--- src/rtl/hamming_encoder.sv ---
// Streaming Hamming(7,4) encoder.
// Accepts DATA_W-bit words on a valid/ready input. Each word is split into
// 4-bit nibbles, least significant nibble first. Each nibble leaves as a
// registered 7-bit codeword on a valid/ready output.
// A one-shot error injector can flip a single codeword bit. Downstream
// correctors can be exercised with it.
// Codeword bit i carries Hamming position i+1:
//   {d3, d2, d1, p4, d0, p2, p1}
// DATA_W must be a multiple of 4 and at least 4.
module hamming_encoder #(
    parameter int DATA_W = 8,
    parameter int CNT_W  = 16
) (
    input  logic              clk,
    input  logic              rst,
    input  logic              in_valid,
    output logic              in_ready,
    input  logic [DATA_W-1:0] in_data,
    output logic              out_valid,
    input  logic              out_ready,
    output logic [6:0]        out_code,
    output logic              out_last,
    output logic              out_injected,
    input  logic              inj_req,
    input  logic [2:0]        inj_pos,
    output logic [CNT_W-1:0]  cw_count
);

    localparam int NUM_NIB = DATA_W / 4;
    localparam int NIB_W   = (NUM_NIB > 1) ? $clog2(NUM_NIB) : 1;
    localparam logic [NIB_W-1:0] LAST_IDX = NIB_W'(NUM_NIB - 1);

    typedef enum logic [0:0] {
        ST_IDLE = 1'b0,
        ST_SEND = 1'b1
    } state_t;

    // Even-parity Hamming(7,4) encoding of one nibble.
    function automatic logic [6:0] hamming_encode(input logic [3:0] d);
        logic p1;
        logic p2;
        logic p4;
        p1 = d[0] ^ d[1] ^ d[3];
        p2 = d[0] ^ d[2] ^ d[3];
        p4 = d[1] ^ d[2] ^ d[3];
        return {d[3], d[2], d[1], p4, d[0], p2, p1};
    endfunction

    // One-hot flip mask for a Hamming position (1..7).
    // Position 0 or a disarmed injector yields no flip.
    function automatic logic [6:0] inject_mask(input logic armed, input logic [2:0] pos);
        logic [6:0] mask;
        mask = 7'b000_0000;
        if (armed && (pos != 3'd0)) begin
            mask = 7'b000_0001 << (pos - 3'd1);
        end else begin
            mask = 7'b000_0000;
        end
        return mask;
    endfunction

    // Architectural state.
    state_t             r_state;
    logic [DATA_W-1:0]  r_word;         // nibbles still to be sent, next one in [3:0]
    logic [NIB_W-1:0]   r_nib_idx;      // index of the nibble currently presented
    logic               r_inj_armed;
    logic [2:0]         r_inj_pos;
    logic [6:0]         r_out_code;
    logic               r_out_last;
    logic               r_out_injected;
    logic [CNT_W-1:0]   r_cw_count;

    // Next-cycle decisions.
    logic               w_accept;
    logic               w_out_hs;
    logic               w_advance;
    logic               w_finish;
    logic               w_load;
    logic [3:0]         w_load_nib;
    logic [NIB_W-1:0]   w_load_idx;
    logic [6:0]         w_load_code;
    logic               w_inj_arm_req;
    logic [DATA_W-1:0]  w_word_next;

    // Ready/valid are decoded from the state register only.
    // This keeps out_ready off any combinational path to in_ready.
    assign in_ready     = (r_state == ST_IDLE);
    assign out_valid    = (r_state == ST_SEND);
    assign out_code     = r_out_code;
    assign out_last     = r_out_last;
    assign out_injected = r_out_injected;
    assign cw_count     = r_cw_count;

    // Handshake decode and selection of the next codeword to load.
    always_comb begin
        w_accept      = in_valid && in_ready;
        w_out_hs      = out_valid && out_ready;
        w_advance     = w_out_hs && (r_nib_idx != LAST_IDX);
        w_finish      = w_out_hs && (r_nib_idx == LAST_IDX);
        w_load        = w_accept || w_advance;
        w_inj_arm_req = inj_req && (inj_pos != 3'd0);
        if (w_accept) begin
            w_load_nib  = in_data[3:0];
            w_load_idx  = {NIB_W{1'b0}};
            w_word_next = in_data >> 4;
        end else begin
            w_load_nib  = r_word[3:0];
            w_load_idx  = r_nib_idx + NIB_W'(1);
            w_word_next = r_word >> 4;
        end
        // The arm seen here is the one registered before this cycle.
        // A request arriving alongside a load therefore applies to the next load.
        w_load_code = hamming_encode(w_load_nib) ^ inject_mask(r_inj_armed, r_inj_pos);
    end

    // FSM, output registers, injector arm and handshake counter.
    always_ff @(posedge clk) begin
        if (rst) begin
            r_state        <= ST_IDLE;
            r_word         <= {DATA_W{1'b0}};
            r_nib_idx      <= {NIB_W{1'b0}};
            r_inj_armed    <= 1'b0;
            r_inj_pos      <= 3'd0;
            r_out_code     <= 7'd0;
            r_out_last     <= 1'b0;
            r_out_injected <= 1'b0;
            r_cw_count     <= {CNT_W{1'b0}};
        end else begin
            case (r_state)
                ST_IDLE: begin
                    if (w_accept) begin
                        r_state <= ST_SEND;
                    end else begin
                        r_state <= ST_IDLE;
                    end
                end
                ST_SEND: begin
                    if (w_finish) begin
                        r_state <= ST_IDLE;
                    end else begin
                        r_state <= ST_SEND;
                    end
                end
                default: begin
                    r_state <= ST_IDLE;
                end
            endcase

            // A codeword is only replaced on accept or on a non-final handshake.
            // This keeps it stable under backpressure.
            if (w_load) begin
                r_word         <= w_word_next;
                r_nib_idx      <= w_load_idx;
                r_out_code     <= w_load_code;
                r_out_last     <= (w_load_idx == LAST_IDX);
                r_out_injected <= r_inj_armed;
            end

            if (w_out_hs) begin
                r_cw_count <= r_cw_count + CNT_W'(1);
            end

            // A new request wins over the clear from a simultaneous load.
            if (w_inj_arm_req) begin
                r_inj_armed <= 1'b1;
                r_inj_pos   <= inj_pos;
            end else if (w_load) begin
                r_inj_armed <= 1'b0;
            end
        end
    end

endmodule

--- config.mk ---
export PLATFORM = sky130hd
export DESIGN_NAME = hamming_encoder
export DESIGN_NICKNAME = d
export VERILOG_FILES = /design/src/rtl/hamming_encoder.sv
export SDC_FILE = /design/constraint.sdc
export NUM_CORES = 1
export LEC_CHECK = 0
export ABC_AREA = 1
export CORE_UTILIZATION = 45
export DETAILED_ROUTE_END_ITERATION = 6
export GPL_ROUTABILITY_DRIVEN = 1
export PLACE_DENSITY_LB_ADDON = 0.08
export SETUP_SLACK_MARGIN = 0.05
export SYNTH_ARGS = -nofsm -noshare
export SYNTH_HDL_FRONTEND = slang
export SYNTH_SLANG_ARGS = --single-unit
--- constraint.sdc ---
create_clock -name clk -period 1.4 [get_ports clk]
set_input_delay 0.21 -clock clk [delete_from_list [all_inputs] [get_ports clk]]
set_output_delay 0.21 -clock clk [all_outputs]
set_load 0.005 [all_outputs]
==> summary.md <==
| Metric | Value |
|---|---|
| Final min period | `1.34 ns` |
| Reg2Reg Depth | `7` |
| Wire per inst | `12.5 um` |
| Initial DRC count | `133` |
| Synthesized net count | `289` |
| Metal3 WL | `220 um` |
| Crit path max-delay family | `simple AND/OR/NAND/NOR gates` |
| Worst Tran Pin Value | `0.324 ns` |
| Starting Density | `0.483` |
| Die width | `65.6 um` |
| Distinct cells, synth | `32` |
| Vias in the first global route | `1806` |
| Gpl congestion | `0.873` |
| Antenna Cells | `0` |
| Area contributors post-synth | `dfxtp_1 37%, nand2_1 16%, inv_1 7.8%` |
| Synth Area in Compound Gates | `0.132` |
| R2R Setup Slk | `0.06 ns` |
| Worst r2r src | `out_valid` |
| Clk Latency, worst-skew pair | `0.29 ns` |
| Clock slew at reported path FFs | `0.07 ns` |
| CP max stage delay | `0.41 ns` |
| Top_reg_cell synth | `dfxtp_1` |
| Maximum clock path buffer count | `2` |
| # port buffers | `42` |
| Syn Std Cell Area | `0.00182 mm^2` |
| Top Ports | `43` |
| Hold Fails Final Rpt | `0` |
| Vias per cell | `5.02` |
| Remaining DRCs | `0` |
| Mapped Cells | `272` |
| CP Buf/Inv Count | `0` |
| Chip height | `65.6 um` |
| Pre-CTS setup slack | `-0.283 ns` |
| Slew Viols, Final | `0` |
| CP Launch Type | `flop` |
| Final design instance area without fill | `0.00286 mm^2` |
| Crit path DAT | `1.52 ns` |
| TritonCTS Buffers | `5` |
| CTS tree | `done` |
| Setup CP Type | `reg -> reg` |
| XOR/XNOR share of the synthesized area | `0.0192` |
| Fraction of layout instances using a drive strength above 1 | `0.287` |
| Worst-path fanout max | `7` |
| Critical Path End Type | `flop` |
| Met2 WL | `2550 um` |
| HPWL after DPL | `3190 um` |
| Top cells by count, synth | `76 x nand2_1, 38 x inv_1, 34 x dfxtp_1, 23 x nor2_1, 18 x a21oi_1` |
| Worst r2r dst | `cw_count[15]` |
| Post-route worst setup slack | `0.0625 ns` |
| EDFF count, synth | `0` |
| Num Clock Sinks | `34` |
| Register area share after synthesis | `0.374` |
| VDD IR max | `522 uV` |
| Most common cell in the synthesized netlist | `nand2_1` |
| Required @ worst endpoint | `1.58 ns` |
| Hold path start | `in_data[6]` |
| Max-slew headroom | `0.784` |
| RSZ-0062 raised after global routing | `yes` |
| Drt first pass iters | `4` |
| Crit share post-route | `0.955` |
| Global-route wire length before repair | `7640 um` |
| Area share of the largest cell type after synthesis | `0.374` |
| Largest net degree at the start of global routing | `14` |
| Layout net count | `368` |
| Ys Warns | `0` |
| Fmax | `748 MHz` |
| Mean Syn Cell Area | `6.69 um^2` |
| Placed Area | `0.00240 mm^2` |
| Min-Delay Endpoint | `r_word[2]` |
| Critical-path cell list | `nand2_8 -> nor2_8 -> nand3b_4 -> nor2_4 -> nand3_2 -> nor2_1 -> nor2_1` |
| Area growth syn-to-layout | `57.0%` |
| Outcome | `complete, no violations` |
| Met1 WL | `2130 um` |
| Hold Path Class | `in -> reg` |
| DR vias | `2007` |
| Cell taking the most area after synthesis | `dfxtp_1` |
| Die ar. | `0.00430 mm^2` |
| Leak pwr | `1.57 nW` |
| # setup viols final | `0` |
| Most frequent CP cell | `nor2_1` |
| Synth Area in Adders | `0.00687` |
| ANT nets after route | `0` |
| Mux contribution to synthesized area | `0` |
| Initial antenna violation count | `0` |
| Simple-gate share of the synthesized area | `0.366` |
| Gr ovfl total | `0` |
| Post-synthesis register bit count | `34` |
| Hold Crit Depth | `3` |
| Clock root buffer | `clkbuf_8` |
| Post-synth ARST share | `0` |
| Num rows | `22` |
| Crit-path slowest cell | `dfxtp_4` |
| Gr usage total | `0.233` |
| CTS H-Tree Depth | `2` |
| Skew final | `0.00547 ns` |
| Pwr dens | `843 mW/mm^2` |
| Top sig layer | `met4` |
| Largest family of logic cells by synthesized area | `simple AND/OR/NAND/NOR gates` |
| Core ar. | `0.00377 mm^2` |
| Max-Cap Viols | `0` |
| Drt total wl | `4990 um` |
flip-flops by register name (all words and copies together) (netlist names):
register,cells
cw_count,16
out_code,7
r_word,4
r_inj_pos,3
out_injected,1
out_last,1
out_valid,1
r_inj_armed,1
metal layers:
layer,vias up,track usage
met1,928,0.279
met2,49,0.401
met4,0,0.103
met3,9,0.0434
li1,1021,-
met5,-,0
worst min-delay path, cell delays in order:
cell and delay [ns]:
clkdlybuf4s50_1 0.39, nand2_1 0.06, a21oi_1 0.05
worst max path at each step:
stage | from | end | slack (ns) | cells after the start
after floorplan | cw_count[0] | cw_count[10] | 0.07 | 8
after global placement | out_ready | cw_count[12] | -0.25 | 8
after detailed placement | in_valid | out_code[1] | -0.28 | 11
after CTS | cw_count[1] | cw_count[12] | 0.04 | 8
after global routing | cw_count[0] | cw_count[14] | -0.07 | 10
final | out_valid | cw_count[15] | 0.06 | 7
through the flow:
stage	power [mW]	TNS, ns	instances	utilization	hold slack (ns)
global route	2.53	-0.172	400	0.758	0.501
floorplan	1.30	0	272	-	0.350
finish	2.41	0	400	0.758	0.472
detailed placement	1.49	-4.31	374	0.637	0.471
CTS	2.39	0	397	0.710	0.472
global placement	1.49	-3.74	374	0.637	0.467
power breakdown:
part | leakage (nW) | switching (mW) | total, mW | internal (mW)
clock | 0.0514 | 0.378 | 0.909 | 0.531
sequential | 0.288 | 0.0427 | 1.06 | 1.01
combinational | 1.23 | 0.225 | 0.443 | 0.218
total | 1.57 | 0.645 | 2.41 | 1.76
logic make-up after synthesis:
| group | Yosys count |
|---|---|
| and+or+nand+nor | 143 |
| adders and majority gates | 1 |
| buffers and inverters | 46 |
| AOI/OAI and AO/OA | 44 |
| DFF | 34 |
| xor gates and xnor gates | 4 |
final cells by class:
cell class,count,area (um^2)
fill,271,913
clock inverter,2,37.5
tap,48,60.1
sequential,34,717
inverter,40,153
timing repair buffer,78,726
multi-input combinational,192,1090
clock buffer,6,72.6
placed cells by master, fill, tap and decap left out, types with 2 or more instances in the layout:
| master | netlist | final |
|---|---|---|
| nor2_4 | 1 | 7 |
| dlymetal6s2s_1 | 0 | 13 |
| dfxtp_2 | 0 | 17 |
| nand2_4 | 2 | 4 |
| dlygate4sd2_1 | 0 | 7 |
| xnor2_1 | 3 | 3 |
| dfxtp_4 | 0 | 4 |
| o21bai_1 | 4 | 4 |
| clkbuf_8 | 0 | 5 |
| dfxtp_1 | 34 | 13 |
| nand3_1 | 17 | 16 |
| nand2_8 | 0 | 2 |
| o21ai_0 | 17 | 16 |
| inv_2 | 2 | 2 |
| nor2_1 | 23 | 19 |
| nand2_2 | 5 | 10 |
| a21oi_1 | 18 | 18 |
| o21ai_2 | 1 | 2 |
| clkdlybuf4s50_1 | 0 | 22 |
| nor2_2 | 4 | 2 |
| nor3_1 | 6 | 4 |
| nand4_1 | 5 | 5 |
| buf_4 | 1 | 33 |
| buf_6 | 1 | 3 |
| nor3_2 | 0 | 2 |
| nand2_1 | 76 | 67 |
| inv_1 | 38 | 37 |
timing repair:
action | CTS | global route
setup endpoints to repair | 28 | 30
pin swaps | 7 | 15
hold endpoints to repair | 0 | 0
resized for setup | 35 | 47
hold buffers | 0 | 0
setup buffers | 15 | 3
Power figures use the tool's default switching activity.
